<file path="src/rtl/isa_pkg.sv">
// rtl/isa_pkg.sv - shared ISA definitions for the decode/issue unit
//
// Purpose: instruction class and FSM state encodings, instruction field
// positions, the default fetch latency and a small immediate helper.
// Ports: none (package).

package isa_pkg;

  // Cycles from an en_pc pulse until the memory output shows the new word:
  // one PC register plus one memory read register.
  localparam int DEFAULT_FETCH_LAT = 2;

  localparam int DATA_W  = 16;
  localparam int INSTR_W = 16;
  localparam int NREGS   = 4;
  localparam int RADDR_W = 2;

  // Instruction field positions.
  localparam int FUNC_MSB  = 15;
  localparam int FUNC_LSB  = 12;
  localparam int RD_MSB    = 11;
  localparam int RD_LSB    = 10;
  localparam int RS1_MSB   = 9;
  localparam int RS1_LSB   = 8;
  localparam int RS2_MSB   = 7;
  localparam int RS2_LSB   = 6;
  localparam int IMM_MSB   = 7;
  localparam int IMM_LSB   = 2;
  localparam int CLASS_MSB = 1;
  localparam int CLASS_LSB = 0;

  typedef enum logic [1:0] {
    ALU_RR  = 2'b00,
    ALU_IMM = 2'b01,
    BRANCH  = 2'b10,
    HALT    = 2'b11
  } instr_class_e;

  typedef enum logic [2:0] {
    ST_WAIT   = 3'd0,
    ST_DECODE = 3'd1,
    ST_ISSUE  = 3'd2,
    ST_EXEC   = 3'd3,
    ST_WB     = 3'd4,
    ST_BRANCH = 3'd5,
    ST_HALT   = 3'd6
  } state_e;

  // The 6-bit immediate is always zero-extended; the ISA has no signed data.
  function automatic logic [DATA_W-1:0] zext_imm6(input logic [5:0] imm);
    return {{(DATA_W-6){1'b0}}, imm};
  endfunction

endpackage

</file>
<file path="src/rtl/regfile4x16.sv">
// rtl/regfile4x16.sv - 4 x 16 register file, 2 async read ports, 1 sync write port
//
// Purpose: architectural registers r0..r3 for the decode/issue unit.
// Ports:
//   clk            system clock, rising edge
//   reset          asynchronous active-high, clears every register to 0
//   we             write enable, sampled on clk
//   waddr, wdata   write address and data
//   raddr1/raddr2  combinational read addresses
//   rdata1/rdata2  combinational read data

module regfile4x16
  import isa_pkg::*;
(
  input  logic               clk,
  input  logic               reset,
  input  logic               we,
  input  logic [RADDR_W-1:0] waddr,
  input  logic [DATA_W-1:0]  wdata,
  input  logic [RADDR_W-1:0] raddr1,
  input  logic [RADDR_W-1:0] raddr2,
  output logic [DATA_W-1:0]  rdata1,
  output logic [DATA_W-1:0]  rdata2
);

  logic [DATA_W-1:0] regs [NREGS];

  always_ff @(posedge clk or posedge reset) begin
    if (reset) begin
      for (int i = 0; i < NREGS; i++) begin
        regs[i] <= '0;
      end
    end else if (we) begin
      regs[waddr] <= wdata;
    end
  end

  // No write-to-read bypass: the sequencer never reads in the cycle it writes.
  assign rdata1 = regs[raddr1];
  assign rdata2 = regs[raddr2];

endmodule

</file>
<file path="src/rtl/decode_issue_unit.sv">
// rtl/decode_issue_unit.sv - instruction decode, ALU issue and writeback sequencer
//
// Purpose: consumes the registered instruction-memory word, decodes it,
// issues ALU work through a start/done handshake, writes results into the
// register file and tells fetch when to advance the PC.
// Ports:
//   clk, reset       clock (rising edge) and asynchronous active-high reset
//   instr            instruction word from the registered memory output
//   alu_result       ALU result, valid with alu_done
//   alu_done         one-cycle ALU completion pulse
//   alu_start        one-cycle ALU request pulse
//   alu_op           ALU function, held from ISSUE until WB
//   alu_a, alu_b     ALU operands, held from ISSUE until WB
//   en_pc            one-cycle PC load enable to fetch
//   last_alu_result  most recent written-back ALU result
//   done             one-cycle pulse when an ALU instruction retires
//   halted           level, high once HALT is reached

module decode_issue_unit
  import isa_pkg::*;
#(
  parameter int FETCH_LAT = DEFAULT_FETCH_LAT
) (
  input  logic               clk,
  input  logic               reset,
  input  logic [INSTR_W-1:0] instr,
  input  logic [DATA_W-1:0]  alu_result,
  input  logic               alu_done,
  output logic               alu_start,
  output logic [3:0]         alu_op,
  output logic [DATA_W-1:0]  alu_a,
  output logic [DATA_W-1:0]  alu_b,
  output logic               en_pc,
  output logic [DATA_W-1:0]  last_alu_result,
  output logic               done,
  output logic               halted
);

  state_e             state;
  logic [7:0]         wait_cnt;
  logic               first_wait;
  logic [RADDR_W-1:0] ir_rd;

  instr_class_e       cls;
  logic [RADDR_W-1:0] rs1_addr;
  logic [RADDR_W-1:0] rs2_addr;
  logic [DATA_W-1:0]  rs1_data;
  logic [DATA_W-1:0]  rs2_data;
  logic               rf_we;
  logic [7:0]         wait_limit;
  logic               wait_over;

  assign cls      = instr_class_e'(instr[CLASS_MSB:CLASS_LSB]);
  assign rs1_addr = instr[RS1_MSB:RS1_LSB];
  assign rs2_addr = instr[RS2_MSB:RS2_LSB];

  // alu_result is only guaranteed valid alongside alu_done, so the register
  // write happens on the edge that accepts it; the value is visible in WB.
  assign rf_we = (state == ST_EXEC) && alu_done;

  // Out of reset the PC is already 0, so one fetch stage is already done.
  assign wait_limit = first_wait ? 8'(FETCH_LAT - 1) : 8'(FETCH_LAT);
  assign wait_over  = (wait_cnt + 8'd1) >= wait_limit;

  regfile4x16 u_rf (
    .clk    (clk),
    .reset  (reset),
    .we     (rf_we),
    .waddr  (ir_rd),
    .wdata  (alu_result),
    .raddr1 (rs1_addr),
    .raddr2 (rs2_addr),
    .rdata1 (rs1_data),
    .rdata2 (rs2_data)
  );

  always_ff @(posedge clk or posedge reset) begin
    if (reset) begin
      state           <= ST_WAIT;
      wait_cnt        <= '0;
      first_wait      <= 1'b1;
      ir_rd           <= '0;
      alu_start       <= 1'b0;
      alu_op          <= '0;
      alu_a           <= '0;
      alu_b           <= '0;
      en_pc           <= 1'b0;
      last_alu_result <= '0;
      done            <= 1'b0;
      halted          <= 1'b0;
    end else begin
      // Pulse outputs default low; the state that owns them raises them.
      alu_start <= 1'b0;
      en_pc     <= 1'b0;
      done      <= 1'b0;

      case (state)
        ST_WAIT: begin
          if (wait_over) begin
            wait_cnt   <= '0;
            first_wait <= 1'b0;
            state      <= ST_DECODE;
          end else begin
            wait_cnt <= wait_cnt + 8'd1;
          end
        end

        ST_DECODE: begin
          ir_rd <= instr[RD_MSB:RD_LSB];
          case (cls)
            ALU_RR, ALU_IMM: begin
              alu_op    <= instr[FUNC_MSB:FUNC_LSB];
              alu_a     <= rs1_data;
              alu_b     <= (cls == ALU_IMM) ? zext_imm6(instr[IMM_MSB:IMM_LSB]) : rs2_data;
              alu_start <= 1'b1;
              state     <= ST_ISSUE;
            end
            BRANCH: begin
              // Fetch resolves the branch itself; we only release the PC.
              en_pc <= 1'b1;
              state <= ST_BRANCH;
            end
            HALT: begin
              halted <= 1'b1;
              state  <= ST_HALT;
            end
          endcase
        end

        // A done pulse seen here belongs to nothing we issued; ignore it.
        ST_ISSUE: state <= ST_EXEC;

        ST_EXEC: begin
          if (alu_done) begin
            last_alu_result <= alu_result;
            done            <= 1'b1;
            en_pc           <= 1'b1;
            state           <= ST_WB;
          end
        end

        ST_WB:     state <= ST_WAIT;
        ST_BRANCH: state <= ST_WAIT;
        ST_HALT:   halted <= 1'b1;
        default:   state <= ST_WAIT;
      endcase
    end
  end

endmodule

</file>
<file path="config.mk">
export PLATFORM = sky130hd
export DESIGN_NAME = decode_issue_unit
export DESIGN_NICKNAME = d
export VERILOG_FILES = /design/src/rtl/isa_pkg.sv /design/src/rtl/regfile4x16.sv /design/src/rtl/decode_issue_unit.sv
export SDC_FILE = /design/constraint.sdc
export NUM_CORES = 1
export LEC_CHECK = 0
export ABC_AREA = 1
export CAP_MARGIN = 10
export CORE_MARGIN = 3
export CORE_UTILIZATION = 40
export CTS_CLUSTER_SIZE = 24
export DETAILED_ROUTE_END_ITERATION = 7
export DONT_BUFFER_PORTS = 1
export PLACE_DENSITY = 0.65
export SKIP_CTS_REPAIR_TIMING = 1
export SYNTH_ARGS = -nofsm -noshare
export SYNTH_HDL_FRONTEND = slang
export SYNTH_SLANG_ARGS = --single-unit
</file>
<file path="constraint.sdc">
create_clock -name clk -period 6.77 [get_ports clk]
set_clock_uncertainty 0.1 [all_clocks]
set_input_delay 2.031 -clock clk [delete_from_list [all_inputs] [get_ports clk]]
set_output_delay 2.031 -clock clk [all_outputs]
set_load 0.02 [all_outputs]
</file>
==> impl_summary.log, run 1 <==
INFO  metric kind_of_capture_point_of_the_worst_setup_path = output pin
INFO  metric worstHoldStart = u_rf.regs[34]$_DFFE_PP0P_
INFO  metric cts-buffers-inserted = 17
INFO  metric setup-violations-final = 0
INFO  metric mux_share_of_post_synthesis_cell_area = 0%
INFO  metric outcome = finished clean
INFO  metric detailroute.via_count = 4883
INFO  metric synth_xor_area_share = 0%
INFO  metric detail_route.first_pass.iterations = 5
INFO  metric synth_ff_type = sky130_fd_sc_hd__dfrtp_1
INFO  metric layout_common_cells = sky130_fd_sc_hd__nand2_1 (218), sky130_fd_sc_hd__dfrtp_1 (133), sky130_fd_sc_hd__o21ai_0 (75), sky130_fd_sc_hd__nor2_1 (57), sky130_fd_sc_hd__o21ai_1 (51)
INFO  metric worst_hold_path.endpoint = u_rf.regs[34]$_DFFE_PP0P_
INFO  metric post_drt_wl_per_cell = 16.2 um
INFO  metric synth_adder_area_share = 0.596%
INFO  metric cp.required = 4.64 ns
INFO  metric cellLeakagePower = 3.25 nW
INFO  metric area_growth = 11.4%
INFO  metric placement.cell_area = 6320 um2
INFO  metric cts_max_level = 4
INFO  metric io-pin-count = 91
INFO  metric synthesis.area_per_instance = 8.58 um2
INFO  metric nFillCells = 1485
INFO  metric detailedRoute.firstIterationViolations = 512
INFO  metric final_nets = 753
INFO  metric core = 15300 um2
INFO  metric diodes = 0
INFO  metric postSynth.asyncResetShare = 100%
INFO  metric postLayoutCellArea = 7020 um2
INFO  metric clkTransAtPathRegs = 0.06 ns
INFO  metric post_route_drc_violation_count = 0
INFO  metric final_min_period_over_clock_period = 45.2%
INFO  metric clock_insertion_delay_at_the_later_pin_of_the_skew_report = 0.41 ns
INFO  metric dominant_combinational_cell_family_by_area_after_synthesis = simple AND/OR/NAND/NOR gates
INFO  metric synth.cell_area = 6300 um2
INFO  metric hold_violations = 0
INFO  metric cap_viol_max_count = 0
INFO  metric ys_warn_count = 0
INFO  metric clockRootBuffer = sky130_fd_sc_hd__clkbuf_16
INFO  metric setup.reg_to_reg.worst_slack = 4.74 ns
INFO  metric worstMarginPinSlew = 0.942 ns
INFO  metric synth_edf_count = 0
INFO  metric cts.sinks = 134
INFO  metric synth.yosys.seq_area_share = 53.3%
INFO  metric num_rows = 45
INFO  metric yosysUniqueCellTypes = 33
INFO  metric die_width = 131 um
INFO  metric r2r-end = state[2]$_DFFE_PP0P_
INFO  metric worst-endpoint-arrival = 0.93 ns
INFO  metric path_class = flip-flop to output pin
INFO  metric path_type_of_the_worst_min_delay_path = flip-flop to flip-flop
INFO  metric fin_tns_setup = 0 ns
INFO  metric clock_path_buffers = 2
INFO  metric postRouteAntennaNets = 0
INFO  metric relSlewSlack = 37.1%
INFO  metric syn-num-nets = 772
INFO  metric critPathMaxFanout = 2
INFO  metric grt_start_max_net_pins = 88
INFO  metric dpl_wire_length = 9940 um
INFO  metric drive_above_1_share = 10.2%
INFO  metric final-seq-area = 3350 um2
INFO  metric irDropWorstVdd = 0.000180 V
INFO  metric grt_pass1_vias = 4640
INFO  metric global_route_wire_length_before_repair = 25400 um
INFO  metric rr_startpoint = wait_cnt[0]$_DFFE_PP0P_
INFO  metric gr-total-overflow = 0
INFO  metric fmax = 327 MHz
INFO  metric synth-simple-area-share = 20.5%
INFO  metric unrepaired_setup_endpoints_after_global_routing = false
INFO  metric count_of_non_filler_cells_in_the_finished_layout = 939
INFO  metric post_synthesis_cells = 734
INFO  metric setup.worst_path.start_class = flip-flop
INFO  metric floorplan.die.height = 131 um
INFO  metric yosys_register_bits = 134
INFO  metric worst_hold_path.num_cells = 2
INFO  metric multiInputGateArea = 2480 um2
INFO  metric portBuffers = 0
INFO  metric mostFrequentLayoutCell = sky130_fd_sc_hd__nand2_1
INFO  metric place.detailed.instances = 907
INFO  metric floorplan.initialDensity = 41.1%
INFO  metric timing.final.max_slew_violations = 0
INFO  metric worst-path-stages = 0
INFO  metric place.gp.congestion = 0.755
INFO  metric global_route_usage_over_all_layers = 18.4%
INFO  metric number_of_antenna_violations_at_the_first_check_in_global_routing = 0
INFO  metric pwr_density_cell = 282 nW/um2
INFO  metric tritoncts = built
INFO  metric synth_compound_gate_area_share = 18.2%
INFO  metric worst_r2r_path_depth = 9
INFO  metric vias_per_cell = 5.20
INFO  metric final.min_clock_period = 3.06 ns
INFO  metric wl = 15200 um
INFO  metric dieArea = 17300 um2
[worst max path at each step]
stage	startpoint	end
floorplan	reset	alu_a[0]$_DFFE_PP0P_
global placement	reset	last_alu_result[4]$_DFFE_PP0P_
detailed placement	instr[8]	alu_a[8]$_DFFE_PP0P_
CTS	alu_a[7]$_DFFE_PP0P_	alu_a[7]
global route	instr[8]	alu_a[8]$_DFFE_PP0P_
finish	alu_a[14]$_DFFE_PP0P_	alu_a[14]
[final cells by class]
| cell class | instances | area share [%] |
|---|---|---|
| Clock buffer | 20 | 6.36 |
| Clock inverter | 12 | 3.53 |
| Inverter | 54 | 3.03 |
| Multi-Input combinational cell | 506 | 35.3 |
| Sequential cell | 134 | 47.8 |
| Tap cell | 211 | 3.76 |
| Timing Repair Buffer | 2 | 0.214 |
[registers in the layout, summed over array words and instances (netlist names), 2 cells and up]
signal,cells
last_alu_result,16
u_rf.regs,64
alu_op,4
state,3
ir_rd,2
alu_b,16
wait_cnt,8
alu_a,16
[cells by family (layout without fill, tap and decap cells)]
| family | Yosys count | in the layout |
|---|---|---|
| simple gates | 308 | 308 |
| fa+ha+maj | 3 | 3 |
| compound gates | 195 | 195 |
| flops | 134 | 134 |
| buf+inv | 94 | 88 |
[synthesized netlist by cell type (all sizes together), types with 2 or more instances]
master	count	area [um2]
clkbuf	13	48.8
nand2	222	848
buf	27	211
inv	52	195
a21oi	25	125
dfrtp	133	3330
nand3	17	140
clkinv	2	12.5
ha	3	37.5
nand4	6	43.8
a21boi	2	15.0
o21ai	148	823
a32o	8	80.1
nor2	62	253
o32ai	10	87.6
[routing by layer]
layer	routed length (um)	vias to the layer above	track usage, %
met5	0	-	0
li1	-	2383	-
met4	308	0	7.76
met1	7700	2310	27.6
met2	6120	166	24.8
met3	1100	24	5.13
[per-stage QoR]
stage	power [mW]	hold WS, ns	utilization (%)	setup WS, ns
after floorplan	0.903	0.355	-	1.06
after global placement	0.916	0.367	41.3	3.39
after detailed placement	0.916	0.372	41.3	3.38
after CTS	2.00	0.383	45.8	3.70
after global routing	2.05	0.402	45.8	3.61
final	1.98	0.380	45.8	3.71
[where the power goes]
group	internal [mW]	switching (mW)	total (mW)	leakage (nW)
combinational	0.0177	0.0511	0.0688	1.10
sequential	0.811	0.0210	0.832	1.82
clock	0.739	0.342	1.08	0.331
total	1.57	0.414	1.98	3.25
No activity file was read; power rests on OpenSTA's default activity.
==> run 2, diff against run 1 <==
Clock period 6.77 ns to 3.1 ns, I/O delays scaled along.
==> run 2 against run 1 <==
Utilization grew 0.30 points. Global-route usage grew 0.41 points. Critical path depth grew 9. Die area is the same. Hold slack lost 0.20 ns. Sequential power grew 120%. Combinational power grew 130%. Clock-buffer cell count shrank 2. Worst setup slack lost 2.6 ns. Sequential cell count is the same. Critical path type is now flip-flop to flip-flop. Critical endpoint is now state[2]$_DFFE_PP0P_.
==> impl_summary.log, run 2 (synthesis gave the netlist of run 1 again) <==
INFO  metric post_route_drc_violation_count = 0 (unchanged)
INFO  metric kind_of_capture_point_of_the_worst_setup_path = flip-flop (was output pin)
INFO  metric setup-violations-final = 0 (unchanged)
INFO  metric setup.worst_path.start_class = flip-flop (unchanged)
INFO  metric layout_common_cells = sky130_fd_sc_hd__nand2_1 (218), sky130_fd_sc_hd__dfrtp_1 (133), sky130_fd_sc_hd__o21ai_0 (75), sky130_fd_sc_hd__nor2_1 (57), sky130_fd_sc_hd__o21ai_1 (51) (unchanged)
INFO  metric area_growth = 12.2% (was 11.4%)
INFO  metric timing.final.max_slew_violations = 0 (unchanged)
INFO  metric unrepaired_setup_endpoints_after_global_routing = false (unchanged)
INFO  metric place.gp.congestion = 0.792 (was 0.755)
INFO  metric clkTransAtPathRegs = 0.06 ns (about the same)
INFO  metric path_type_of_the_worst_min_delay_path = input pin to async pin (was flip-flop to flip-flop)
INFO  metric cts-buffers-inserted = 17 (unchanged)
INFO  metric path_class = flip-flop to flip-flop (was flip-flop to output pin)
INFO  metric hold_violations = 0 (unchanged)
INFO  metric grt_start_max_net_pins = 41 (was 88)
INFO  metric nFillCells = 1508 (was 1485)
INFO  metric cpMaxStageDelayCell = sky130_fd_sc_hd__dfrtp_1
INFO  metric timing.critical_path.slowest_cell_delay = 0.45 ns
INFO  metric multiInputGateArea = 2480 um2 (unchanged)
INFO  metric cts_max_level = 4 (unchanged)
INFO  metric critical-path-top-delay-family = adder cells
INFO  metric clock_path_buffers = 2 (unchanged)
INFO  metric io-pin-count = 91 (unchanged)
INFO  metric critPathMaxFanout = 7 (was 2)
INFO  metric grt_pass1_vias = 4809 (was 4640)
INFO  metric final.min_clock_period = 2.00 ns
INFO  metric core = 15300 um2 (unchanged)
INFO  metric dpl_wire_length = 10400 um (was 9940 um)
INFO  metric path_cells = ha_1 > ha_1 > a21boi_0 > nor2_1 > nand2_1 > nor2_2 > nand4_2 > nand3_1 > nand2_1
INFO  metric register_with_the_highest_flop_count = u_rf.regs (unchanged)
INFO  metric num_rows = 45 (unchanged)
INFO  metric cp.required = 3.31 ns (was 4.64 ns)
INFO  metric detailroute.via_count = 4919 (was 4883)
INFO  metric vias_per_cell = 5.20 (about the same)
INFO  metric fin_hold_ws = 0.184 ns (was 0.380 ns)
INFO  metric final_min_period_over_clock_period = 64.5%
INFO  metric cap_viol_max_count = 0 (unchanged)
INFO  metric relSlewSlack = 53.6% (was 37.1%)
INFO  metric tritoncts = built (unchanged)
INFO  metric clockRootBuffer = sky130_fd_sc_hd__clkbuf_16 (unchanged)
INFO  metric global_route_usage_over_all_layers = 18.8% (was 18.4%)
INFO  metric worstMarginPinSlew = 0.696 ns (was 0.942 ns)
INFO  metric floorplan.initialDensity = 41.1% (unchanged)
INFO  metric dieArea = 17300 um2 (unchanged)
INFO  metric outcome = finished clean (unchanged)
INFO  metric post-route-util = 46.1% (was 45.8%)
INFO  metric cellLeakagePower = 3.27 nW (was 3.25 nW)
INFO  metric global_route_wire_length_before_repair = 26000 um (was 25400 um)
INFO  metric cts.sinks = 134 (unchanged)
INFO  metric number_of_antenna_violations_at_the_first_check_in_global_routing = 0 (unchanged)
INFO  metric final_nets = 760 (was 753)
INFO  metric mostFrequentLayoutCell = sky130_fd_sc_hd__nand2_1 (unchanged)
INFO  metric clock_insertion_delay_at_the_later_pin_of_the_skew_report = 0.42 ns (was 0.41 ns)
INFO  metric detail_route.first_pass.iterations = 5 (unchanged)
INFO  metric fin_tns_setup = 0 ns (unchanged)
INFO  metric portBuffers = 0 (unchanged)
INFO  metric irDropWorstVdd = 0.000364 V (was 0.000180 V)
INFO  metric die_width = 131 um (unchanged)
INFO  metric pwr_density_cell = 605 nW/um2 (was 282 nW/um2)
INFO  metric drive_above_1_share = 11.2% (was 10.2%)
INFO  metric gr-total-overflow = 0 (unchanged)
INFO  metric post_drt_wl_per_cell = 16.3 um (was 16.2 um)
INFO  metric final-seq-area = 3350 um2 (unchanged)
INFO  metric dp_worst_setup_slack = 0.953 ns (was 3.38 ns)
INFO  metric detailedRoute.firstIterationViolations = 504 (was 512)
INFO  metric crit_buf_inv = 0
INFO  metric fmax = 500 MHz
INFO  metric floorplan.die.height = 131 um (unchanged)
INFO  metric largest_reg_flops = 64 (unchanged)
INFO  metric setup_ws = 1.10 ns (was 3.71 ns)
INFO  metric wl = 15400 um (was 15200 um)
INFO  metric diodes = 0 (unchanged)
INFO  metric postRouteAntennaNets = 0 (unchanged)
INFO  metric worst-endpoint-arrival = 2.21 ns (was 0.93 ns)
==> run 2: changes by cell type in the layout (fill, tap and decap cells not counted), sizes merged <==
| cell | before | now |
|---|---|---|
| buf | 2 | 9 |
| bufinv | 7 | 6 |
| clkbuf | 20 | 18 |
| clkinv | 4 | 5 |
| clkinvlp | 2 | 3 |
| inv | 53 | 54 |
==> run 2: layout make-up <==
type	instances	share of cell area (%)
timing repair buffer	9	1.13
tap	211	3.74
clock buffer	18	6.08
sequential	134	47.5
multi-input combinational	506	35.1
inverter	54	2.99
clock inverter	14	3.51
==> run 2: path summary, 6_finish.rpt <==
check                      cells after the start  slack, ns                   endpoint                      start
min reg2reg                                    2       0.38  u_rf.regs[33]$_DFFE_PP0P_  u_rf.regs[33]$_DFFE_PP0P_
max in group asynchronous                      2       2.06     first_wait$_DFFE_PP1P_                      reset
max                                            9       1.10       state[2]$_DFFE_PP0P_    wait_cnt[0]$_DFFE_PP0P_
min in group clk                               2       0.38  u_rf.regs[33]$_DFFE_PP0P_  u_rf.regs[33]$_DFFE_PP0P_
min                                            1       0.18       alu_b[4]$_DFFE_PP0P_                      reset
max reg2reg                                    9       1.10       state[2]$_DFFE_PP0P_    wait_cnt[0]$_DFFE_PP0P_
==> run 2: layer usage <==
metal | up-vias | track usage [%] | routed length (um)
met5 | - | 0 | 0
met4 | 0 | 7.23 | 229
met3 | 17 | 4.48 | 896
met2 | 176 | 26.2 | 6390
met1 | 2318 | 28.2 | 7900
li1 | 2408 | - | -
==> run 2: worst reg2reg max path, cell delays in order (launching register included) <==
cell and delay, ns:
sky130_fd_sc_hd__dfrtp_1 0.45, sky130_fd_sc_hd__ha_1 0.34, sky130_fd_sc_hd__ha_1 0.27, sky130_fd_sc_hd__a21boi_0 0.12, sky130_fd_sc_hd__nor2_1 0.10, sky130_fd_sc_hd__nand2_1 0.06, sky130_fd_sc_hd__nor2_2 0.11, sky130_fd_sc_hd__nand4_2 0.16
sky130_fd_sc_hd__nand3_1 0.13, sky130_fd_sc_hd__nand2_1 0.05
==> run 2: report_power, final <==
part	switching [mW]	internal, mW	leakage [nW]
clock	0.782	1.52	0.322
combinational	0.115	0.0438	1.13
sequential	0.0445	1.77	1.82
total	0.941	3.33	3.27
==> run 2: metrics by stage <==
stage / std cells / total power [mW] / cell area, um2
after detailed placement: 914 / 2.01 / 6390
after floorplan: 734 / 1.97 / 6300
after CTS: 946 / 4.32 / 7060
after global routing: 946 / 4.43 / 7060
after global placement: 914 / 2.01 / 6390
final: 946 / 4.27 / 7060
==> run 3, diff against run 2 <==
Settings changed: PLACE_DENSITY 0.65 to 0.67.
Clock period 3.1 ns to 1.6 ns, I/O delays scaled along.
==> run 3 against run 2 <==
The flow now finishes with violations (setup timing). Non-clock buffer count rose by 21. Sequential power grew 93%. First-iteration DRC count shrank 22%. Sequential share of layout area down 1.8 points. Clock power is 80% higher. Final area grew 3.9%. Maximum frequency increased by 2.3%. Die area unchanged. Largest cell class unchanged. Largest power group unchanged. Highest routed layer unchanged.
==> impl_summary.log, run 3 (synthesis gave the netlist of run 1 again) <==
INFO  metric mostFrequentLayoutCell = sky130_fd_sc_hd__nand2_1 (unchanged)
INFO  metric post-route-util = 47.9% (was 46.1%)
INFO  metric irDropWorstVdd = 0.000697 V (was 0.000364 V)
INFO  metric cellLeakagePower = 3.41 nW (was 3.27 nW)
INFO  metric clock_insertion_delay_at_the_later_pin_of_the_skew_report = 0.42 ns (about the same)
INFO  metric rr_startpoint = wait_cnt[0]$_DFFE_PP0P_ (unchanged)
INFO  metric post_drt_wl_per_cell = 16.1 um (was 16.3 um)
INFO  metric setup.reg_to_reg.worst_slack = -0.36 ns (was 1.10 ns)
INFO  metric cap_viol_max_count = 0 (unchanged)
INFO  metric area_growth = 16.6% (was 12.2%)
INFO  metric setup.worst_path.start_class = flip-flop (unchanged)
INFO  metric detailedRoute.firstIterationViolations = 393 (was 504)
INFO  metric hold_violations = 0 (unchanged)
INFO  metric largest_reg_flops = 64 (unchanged)
INFO  metric outcome = finished with violations (was finished clean)
INFO  metric final_nets = 781 (was 760)
INFO  metric kind_of_capture_point_of_the_worst_setup_path = flip-flop (unchanged)
INFO  metric detail_route.first_pass.iterations = 5 (unchanged)
INFO  metric post_route_drc_violation_count = 0 (unchanged)
INFO  metric global_route_wire_length_before_repair = 25700 um (was 26000 um)
INFO  metric drive_above_1_share = 14.3% (was 11.2%)
INFO  metric cts-buffers-inserted = 17 (unchanged)
INFO  metric number_of_antenna_violations_at_the_first_check_in_global_routing = 0 (unchanged)
INFO  metric grt_start_max_net_pins = 44 (was 41)
INFO  metric finalPower = 8.01 mW (was 4.27 mW)
INFO  metric floorplan.die.height = 131 um (unchanged)
INFO  metric cp.required = 1.81 ns (was 3.31 ns)
INFO  metric diodes = 0 (unchanged)
INFO  metric tritoncts = built (unchanged)
INFO  metric path_class = flip-flop to flip-flop (unchanged)
INFO  metric grt_pass1_vias = 4802 (was 4809)
INFO  metric gr-total-overflow = 0 (unchanged)
INFO  metric portBuffers = 0 (unchanged)
INFO  metric cts_max_level = 4 (unchanged)
INFO  metric layout_common_cells = sky130_fd_sc_hd__nand2_1 (217), sky130_fd_sc_hd__dfrtp_1 (133), sky130_fd_sc_hd__o21ai_0 (74), sky130_fd_sc_hd__nor2_1 (56), sky130_fd_sc_hd__o21ai_1 (52) (was sky130_fd_sc_hd__nand2_1 (218), sky130_fd_sc_hd__dfrtp_1 (133), sky130_fd_sc_hd__o21ai_0 (75), sky130_fd_sc_hd__nor2_1 (57), sky130_fd_sc_hd__o21ai_1 (51))
INFO  metric io-pin-count = 91 (unchanged)
INFO  metric clock_path_buffers = 2 (unchanged)
INFO  metric core = 15300 um2 (unchanged)
INFO  metric dpl_wire_length = 10600 um (was 10400 um)
INFO  metric setup_ws = -0.355 ns (was 1.10 ns)
INFO  metric worstSetupStartpoint = wait_cnt[0]$_DFFE_PP0P_ (unchanged)
INFO  metric fin_tns_setup = -1.62 ns (was 0 ns)
INFO  metric die_width = 131 um (unchanged)
INFO  metric register_with_the_highest_flop_count = u_rf.regs (unchanged)
INFO  metric pwr_density_cell = 1090 nW/um2 (was 605 nW/um2)
INFO  metric global_route_usage_over_all_layers = 18.7% (was 18.8%)
INFO  metric worstHoldStart = instr[12]
INFO  metric clkTransAtPathRegs = 0.06 ns (about the same)
INFO  metric vias_per_cell = 5.16 (was 5.20)
INFO  metric setup-violations-final = 5 (was 0)
INFO  metric relSlewSlack = 74.7% (was 53.6%)
INFO  metric nFillCells = 1436 (was 1508)
INFO  metric unrepaired_setup_endpoints_after_global_routing = true (was false)
INFO  metric final.min_clock_period = 1.96 ns (was 2.00 ns)
INFO  metric postRouteAntennaNets = 0 (unchanged)
INFO  metric dieArea = 17300 um2 (unchanged)
INFO  metric clockRootBuffer = sky130_fd_sc_hd__clkbuf_16 (unchanged)
INFO  metric path_type_of_the_worst_min_delay_path = input pin to flip-flop (was input pin to async pin)
INFO  metric final_min_period_over_clock_period = 122% (was 64.5%)
INFO  metric place.gp.congestion = 0.809 (was 0.792)
INFO  metric num_rows = 45 (unchanged)
INFO  metric fin_hold_ws = 0.0801 ns (was 0.184 ns)
INFO  metric worst-endpoint-arrival = 2.17 ns (was 2.21 ns)
INFO  metric critPathMaxFanout = 4 (was 7)
INFO  metric detailroute.via_count = 4988 (was 4919)
INFO  metric timing.final.max_slew_violations = 0 (unchanged)
INFO  metric cts.sinks = 134 (unchanged)
INFO  metric wl = 15600 um (was 15400 um)
INFO  metric worstMarginPinSlew = 0.378 ns (was 0.696 ns)
INFO  metric floorplan.initialDensity = 41.1% (unchanged)
INFO  metric violated_checks = setup timing
INFO  metric fmax = 511 MHz (was 500 MHz)
==> run 3: final timing paths <==
path,end,cells past startpoint
max in group asynchronous,alu_a[11]$_DFFE_PP0P_,3
worst max register to register,state[0]$_DFFE_PP0P_,9
min in group asynchronous,alu_a[15]$_DFFE_PP0P_,2
worst max-delay path,state[0]$_DFFE_PP0P_,9
worst min-delay path,alu_op[0]$_DFFE_PP0P_,2
worst min register to register,u_rf.regs[62]$_DFFE_PP0P_,2
==> run 3: cell type report <==
| type | instances | area (um2) | area share, % |
|---|---|---|---|
| tap | 211 | 264 | 3.60 |
| clock buffer | 17 | 425 | 5.79 |
| timing repair buffer | 30 | 365 | 4.98 |
| inverter | 54 | 211 | 2.88 |
| sequential | 134 | 3350 | 45.7 |
| multi-input combinational | 506 | 2520 | 34.3 |
| clock inverter | 15 | 203 | 2.76 |
==> run 3: metrics by stage <==
| step | std cells | area (um2) | setup WS (ns) |
|---|---|---|---|
| finish | 967 | 7340 | -0.355 |
| CTS | 965 | 7280 | -0.347 |
| floorplan | 734 | 6300 | -0.644 |
| global placement | 933 | 6660 | -0.232 |
| detailed placement | 933 | 6660 | -0.280 |
| global route | 967 | 7340 | -0.456 |
==> run 3: worst max-delay path, cell delays in order, from the launching register on <==
cell and delay, ns:
sky130_fd_sc_hd__dfrtp_1 0.38, sky130_fd_sc_hd__ha_1 0.32, sky130_fd_sc_hd__ha_1 0.31, sky130_fd_sc_hd__a21boi_2 0.17, sky130_fd_sc_hd__nor2_2 0.10, sky130_fd_sc_hd__nand2_2 0.07
sky130_fd_sc_hd__nor2_4 0.13, sky130_fd_sc_hd__nand4_4 0.12, sky130_fd_sc_hd__nand3_2 0.10, sky130_fd_sc_hd__nand2_1 0.04
==> run 3: report_power, final <==
part	internal [mW]	leakage, nW	switching [mW]
sequential	3.43	1.82	0.0825
combinational	0.114	1.30	0.236
clock	2.61	0.292	1.53
==> run 3: per-layer routing <==
metal | wire length (um) | GRT usage (%) | up-vias
met5 | 0 | 0 | -
met4 | 203 | 5.54 | 0
met3 | 940 | 5.47 | 20
met2 | 6820 | 27.6 | 165
met1 | 7610 | 26.7 | 2350
li1 | - | - | 2453
